--- src/rtl/csc_row_rdr.sv ---
// rtl/csc_row_rdr.sv - CSC first-row reader: streams every circulant row from one stored first row.
// Optional abort input enabled by defining CSC_RDR_ABORT_EN.
module csc_row_rdr #(
  parameter  int MAT_RANK = 256,
  parameter  int DATA_W   = 32,
  localparam int INDEX_W  = $clog2(MAT_RANK)
) (
  input  logic                  clk,
  input  logic                  rst_n,
  input  logic                  ld_vld,
  output logic                  ld_rdy,
  input  logic [2:0]            ld_nnz,
  input  logic [4*INDEX_W-1:0]  ld_col,
  input  logic [4*DATA_W-1:0]   ld_val_r,
  input  logic [4*DATA_W-1:0]   ld_val_i,
  output logic                  out_vld,
  input  logic                  out_rdy,
  output logic [INDEX_W-1:0]    out_row,
  output logic [INDEX_W-1:0]    out_col,
  output logic [DATA_W-1:0]     out_val_r,
  output logic [DATA_W-1:0]     out_val_i,
  output logic                  out_eor,
  output logic                  out_last
`ifdef CSC_RDR_ABORT_EN
  ,
  input  logic                  abort
`endif
);

  typedef enum logic {IDLE, STREAM} state_t;

  state_t              state_q, state_d;
  logic [2:0]          nnz_q, nnz_d;
  logic [INDEX_W-1:0]  col_q  [0:3];
  logic [INDEX_W-1:0]  col_d  [0:3];
  logic [DATA_W-1:0]   valr_q [0:3];
  logic [DATA_W-1:0]   valr_d [0:3];
  logic [DATA_W-1:0]   vali_q [0:3];
  logic [DATA_W-1:0]   vali_d [0:3];
  logic [INDEX_W-1:0]  r_q, r_d;
  logic [1:0]          k_q, k_d;

  logic                out_vld_q, out_vld_d;
  logic [INDEX_W-1:0]  out_row_q, out_row_d;
  logic [INDEX_W-1:0]  out_col_q, out_col_d;
  logic [DATA_W-1:0]   out_val_r_q, out_val_r_d;
  logic [DATA_W-1:0]   out_val_i_q, out_val_i_d;
  logic                out_eor_q, out_eor_d;
  logic                out_last_q, out_last_d;

  logic                abort_w;
  logic                xfer;
  logic                row_end;
  logic                eor_n;
  logic [1:0]          k_n;
  logic [INDEX_W-1:0]  r_n;
  logic [2:0]          nnz_c;

`ifdef CSC_RDR_ABORT_EN
  assign abort_w = abort;
`else
  assign abort_w = 1'b0;
`endif

  assign ld_rdy = rst_n & (state_q == IDLE);
  assign xfer   = out_vld_q & out_rdy;

  always_comb begin
    state_d     = state_q;
    nnz_d       = nnz_q;
    col_d       = col_q;
    valr_d      = valr_q;
    vali_d      = vali_q;
    r_d         = r_q;
    k_d         = k_q;
    out_vld_d   = out_vld_q;
    out_row_d   = out_row_q;
    out_col_d   = out_col_q;
    out_val_r_d = out_val_r_q;
    out_val_i_d = out_val_i_q;
    out_eor_d   = out_eor_q;
    out_last_d  = out_last_q;

    nnz_c   = (ld_nnz > 3'd4) ? 3'd4 : ld_nnz;
    // Coordinates of the beat that follows the one currently on the outputs.
    row_end = ({1'b0, k_q} == (nnz_q - 3'd1));
    k_n     = row_end ? 2'd0 : (k_q + 2'd1);
    r_n     = row_end ? (r_q + INDEX_W'(1)) : r_q;
    eor_n   = ({1'b0, k_n} == (nnz_q - 3'd1));

    case (state_q)
      IDLE: begin
        if (ld_vld && ld_rdy) begin
          nnz_d = nnz_c;
          r_d   = '0;
          k_d   = '0;
          for (int i = 0; i < 4; i++) begin
            col_d[i]  = ld_col[i*INDEX_W +: INDEX_W];
            valr_d[i] = ld_val_r[i*DATA_W +: DATA_W];
            vali_d[i] = ld_val_i[i*DATA_W +: DATA_W];
          end
          if (nnz_c != 3'd0) begin
            // First beat comes straight from the load bus so it is valid one cycle later.
            state_d     = STREAM;
            out_vld_d   = 1'b1;
            out_row_d   = '0;
            out_col_d   = ld_col[0 +: INDEX_W];
            out_val_r_d = ld_val_r[0 +: DATA_W];
            out_val_i_d = ld_val_i[0 +: DATA_W];
            out_eor_d   = (nnz_c == 3'd1);
            out_last_d  = 1'b0;
          end
        end
      end

      STREAM: begin
        if (abort_w || (xfer && out_last_q)) begin
          state_d     = IDLE;
          out_vld_d   = 1'b0;
          out_row_d   = '0;
          out_col_d   = '0;
          out_val_r_d = '0;
          out_val_i_d = '0;
          out_eor_d   = 1'b0;
          out_last_d  = 1'b0;
        end else if (xfer) begin
          k_d         = k_n;
          r_d         = r_n;
          out_row_d   = r_n;
          out_col_d   = col_q[k_n] + r_n;
          out_val_r_d = valr_q[k_n];
          out_val_i_d = vali_q[k_n];
          out_eor_d   = eor_n;
          out_last_d  = eor_n && (r_n == INDEX_W'(MAT_RANK - 1));
        end
      end

      default: state_d = IDLE;
    endcase
  end

  always_ff @(posedge clk) begin
    if (!rst_n) begin
      state_q     <= IDLE;
      nnz_q       <= '0;
      r_q         <= '0;
      k_q         <= '0;
      out_vld_q   <= 1'b0;
      out_row_q   <= '0;
      out_col_q   <= '0;
      out_val_r_q <= '0;
      out_val_i_q <= '0;
      out_eor_q   <= 1'b0;
      out_last_q  <= 1'b0;
      for (int i = 0; i < 4; i++) begin
        col_q[i]  <= '0;
        valr_q[i] <= '0;
        vali_q[i] <= '0;
      end
    end else begin
      state_q     <= state_d;
      nnz_q       <= nnz_d;
      r_q         <= r_d;
      k_q         <= k_d;
      out_vld_q   <= out_vld_d;
      out_row_q   <= out_row_d;
      out_col_q   <= out_col_d;
      out_val_r_q <= out_val_r_d;
      out_val_i_q <= out_val_i_d;
      out_eor_q   <= out_eor_d;
      out_last_q  <= out_last_d;
      for (int i = 0; i < 4; i++) begin
        col_q[i]  <= col_d[i];
        valr_q[i] <= valr_d[i];
        vali_q[i] <= vali_d[i];
      end
    end
  end

  assign out_vld   = out_vld_q;
  assign out_row   = out_row_q;
  assign out_col   = out_col_q;
  assign out_val_r = out_val_r_q;
  assign out_val_i = out_val_i_q;
  assign out_eor   = out_eor_q;
  assign out_last  = out_last_q;

endmodule

--- config.mk ---
export PLATFORM = sky130hd
export DESIGN_NAME = csc_row_rdr
export DESIGN_NICKNAME = d
export VERILOG_FILES = /design/src/rtl/csc_row_rdr.sv
export SDC_FILE = /design/constraint.sdc
export NUM_CORES = 1
export LEC_CHECK = 0
export CORE_MARGIN = 1.5
export CORE_UTILIZATION = 30
export DETAILED_ROUTE_END_ITERATION = 12
export GPL_ROUTABILITY_DRIVEN = 0
export PLACE_DENSITY = 0.53
export SETUP_SLACK_MARGIN = 0.1
export SYNTH_ARGS = -nofsm -noshare
export SYNTH_HDL_FRONTEND = slang
export SYNTH_SLANG_ARGS = --single-unit
--- constraint.sdc ---
create_clock -name clk -period 4.7 [get_ports clk]
set_input_delay 0.94 -clock clk [delete_from_list [all_inputs] [get_ports clk]]
set_output_delay 0.94 -clock clk [all_outputs]
set_load 0.005 [all_outputs]
==> metrics.txt <==
status completed; gr usage total between 20% and 30%; clock network power share about 44%; Worst R2R Path Depth 15; syn avg cell area roughly 7.4 um2; detailed-route DRC error count 0; Psw ~2.1 mW; worst setup path endpoint out_col[6]; met1 usage slightly below 30%; wire per inst ~20 um; synth unique cells between 50 and 60; CTS Buffer Depth 3; largest area contributor in the netlist dfxtp_1; met2 GRT Util between 30 and 40%; initial antenna violation count 8; overall die height 235.0 um; 1st-iter DRT viols ~1400; Cells after Synth roughly 2200; Die X between 200 and 250 um; type of origin of the critical path flip-flop; final period utilization roughly 90%; setup TNS 0 ns; GRT busiest layer met2; first-pass GRT wire length slightly below 100 mm; Buffers on Ports approximately 380; layout cells sized above 1 5.162%; TritonCTS Buffers 46; HPWL Detailed just over 40 mm; crit path time final around 4.2 ns; CTS tree done; FFs w/ async S/R, synth 0%; Critical Path AT ~4.7 ns; sequential group share of total power roughly 44%; Final Util about two fifths; CP max FO 11; H-tree Lvls 2; Final Hold Vio Count 0; Worst Setup SP nnz_q[0]; commonest non-fill, non-tap cell in the layout nand2_1; RSZ-0062 raised after global routing no; CP max-delay cell dfxtp_1; GR Util met3 4.159%; Clock Latency Late Sink 0.58 ns; fmax roughly 240 MHz; sequential fraction of the synthesis area a little under half; category of the most critical setup path flip-flop to flip-flop; Post CTS Setup Buffer Count 0; worst reg2reg endpoint out_col[6]; Worst EP required ~5.1 ns; Initial Util 30.54%; Crit. End Element flip-flop; Syn Std Cell Area about 16000 um2; count of final setup violators 0; final WL roughly 63 mm; syn_nets approximately 2500; num ports 379; CP Buf/Inv Count 1; VDD IR max about 0.00022 V; fillers 5343; share of the synthesized area in the top cell type between 40% and 50%; Cell Area, Placed 20440 um2; number of synthesis warnings 0; drt pass-1 iters 5; number of global-route vias before repair between 15000 and 20000; number of flops mapped to enable cells by yosys 0; type of the most critical hold path flip-flop to flip-flop; vias roughly 17000; clock skew 0.02200 ns; r2r startpoint nnz_q[0]; Final Net Count about 2800; Slew HR 23.67%; Root Driver clkbuf_16; crit-path cells inv_2 -> ha_1 -> xor2_1 -> o31ai_1 -> o21ai_4 -> a21oi_1 -> a221o_1 -> ha_1 -> fa_1 -> a21o_1 -> a21oi_1 -> o21bai_1 -> a21oi_1 -> mux2i_1 -> a21oi_1; Power, Total 8.212 mW; reg2reg setup slack 0.45 ns; Clk pin slew, worst setup/hold paths roughly 0.060 ns; core box area ~53000 um2; Slew @ Worst Pin 1.145 ns; Switching Fraction 25.26%; CP most frequent cell a21oi_1; commonest non-fill, non-tap cells in the layout nand2_1, nand3_1, dfxtp_1; Area Growth Syn to Fin 36.36%; top cells by area, synth dfxtp_1, nand2_1, nand3_1, clkbuf_1, a31oi_1; Seq cells post-synth 385; leakage 9.229 nW; combinational share of power a little under an eighth; number of vias per cell ~5.2; Slowest Stage Delay on Critical Path 0.64 ns; register area 7707 um2; Top delay family on crit path compound AO/OA/AOI/OAI gates; max_cap viols 0; Critical Path Stages 15; Layout Cells excl Fill approximately 3200; area of the multi-input gates just under 8000 um2; post-placement cell count 3101; largest net degree at the start of global routing 132; Overflow after GRT 0; Pint 6.138 mW; Final Slew Violations 0; Final ANT Viol Nets 0; final instance area around 22000 um2; die area about 55000 um2; Synth Flop Type dfxtp_1; # clock sinks 385; PD cells roughly 370 nW/um2; row count 84
cell usage after synthesis (2+ instances only):
| library cell | count |
|---|---|
| or3_1 | 4 |
| o22ai_1 | 27 |
| clkbuf_1 | 116 |
| and3_1 | 20 |
| a222oi_1 | 2 |
| nand2_1 | 865 |
| nand4_1 | 3 |
| or2_2 | 3 |
| o21a_1 | 2 |
| ha_1 | 9 |
| a221o_1 | 30 |
| a21o_1 | 5 |
| o21ai_0 | 9 |
| a21oi_1 | 27 |
| xnor2_1 | 8 |
| nor2_1 | 25 |
| a31oi_1 | 58 |
| a22oi_1 | 5 |
| buf_2 | 28 |
| dfxtp_1 | 385 |
| o211ai_1 | 6 |
| o21ai_1 | 5 |
| nand3_1 | 419 |
| a311oi_2 | 2 |
| nand3b_1 | 2 |
| mux2i_1 | 3 |
| nor3_1 | 10 |
| o31ai_1 | 3 |
| a2111oi_0 | 3 |
| buf_1 | 33 |
| a311oi_1 | 11 |
| a221oi_1 | 3 |
| o221ai_1 | 16 |
| inv_1 | 8 |
| xor2_1 | 7 |
worst reg2reg max path, cell delays in order, from the launching register on:
cell      delay (ns)
dfxtp_1         0.64
inv_2           0.15
ha_1            0.28
xor2_1          0.51
o31ai_1         0.23
o21ai_4         0.29
a21oi_1         0.07
a221o_1         0.27
ha_1            0.24
fa_1            0.46
a21o_1          0.18
a21oi_1         0.22
o21bai_1        0.10
a21oi_1         0.19
mux2i_1         0.20
a21oi_1         0.08
repair_timing:
item	in CTS	in global routing
gates resized for setup	0	1
hold buffers	0	0
hold endpoints to repair	0	0
setup endpoints to repair	0	1
state kept, by name, indices dropped and copies added (netlist names), 2 cells and up:
signal     cells
vali_q       128
valr_q       128
col_q         32
out_val_i     32
out_val_r     32
out_col        8
out_row        8
r_q            8
nnz_q          3
k_q            2
through the flow:
step                hold slack [ns]  setup slack, ns
finish                       0.4515           0.4504
global route                 0.4637           0.1686
CTS                          0.4541           0.3071
detailed placement           0.4448           0.3303
global placement             0.4413           0.5299
floorplan                    0.4326           0.8145
layout make-up:
type	count	share of cell area [%]
tap	688	3.911
clock buffer	73	6.616
timing repair buffer	407	18.39
inverter	9	0.1535
clock inverter	13	0.4604
antenna	5	0.05684
multi-input combinational	1612	35.40
sequential	385	35.01
cells by family after synthesis:
| family | after synthesis | synth area share (%) |
|---|---|---|
| muxes | 3 | 0.1860 |
| buffers and inverters | 186 | 4.542 |
| DFF | 385 | 47.74 |
| xor gates and xnor gates | 16 | 0.9146 |
| AOI/OAI and AO/OA | 225 | 10.22 |
| and+or+nand+nor | 1358 | 35.58 |
| adders and majority gates | 10 | 0.8216 |
metal layers:
metal	share of wire, %	vias to the layer above
met5	0.043	-
met4	2.5	4
met3	6.4	86
met2	47	525
met1	44	7914
li1	-	7974
power groups by stage:
stage	Clock (mW)	Combinational, mW	Sequential (mW)
6_report	3.62	0.953	3.64
4_1_cts	3.69	0.960	3.63
3_3_place_gp	0	0.944	3.70
2_1_floorplan	0	0.446	3.66
3_5_place_dp	0	0.954	3.70
5_1_grt	3.83	1.05	3.66
worst min path at each step:
stage / from / to / depth (start not counted) / slack (ns)
3_3_place_gp: vali_q[125] / vali_q[125] / 2 / 0.44
5_1_grt: vali_q[60] / vali_q[60] / 2 / 0.46
6_report: vali_q[104] / vali_q[104] / 2 / 0.45
3_5_place_dp: vali_q[23] / vali_q[23] / 2 / 0.44
4_1_cts: vali_q[23] / vali_q[23] / 2 / 0.45
2_1_floorplan: col_q[7] / col_q[7] / 2 / 0.43
Power figures use the tool's default switching activity.
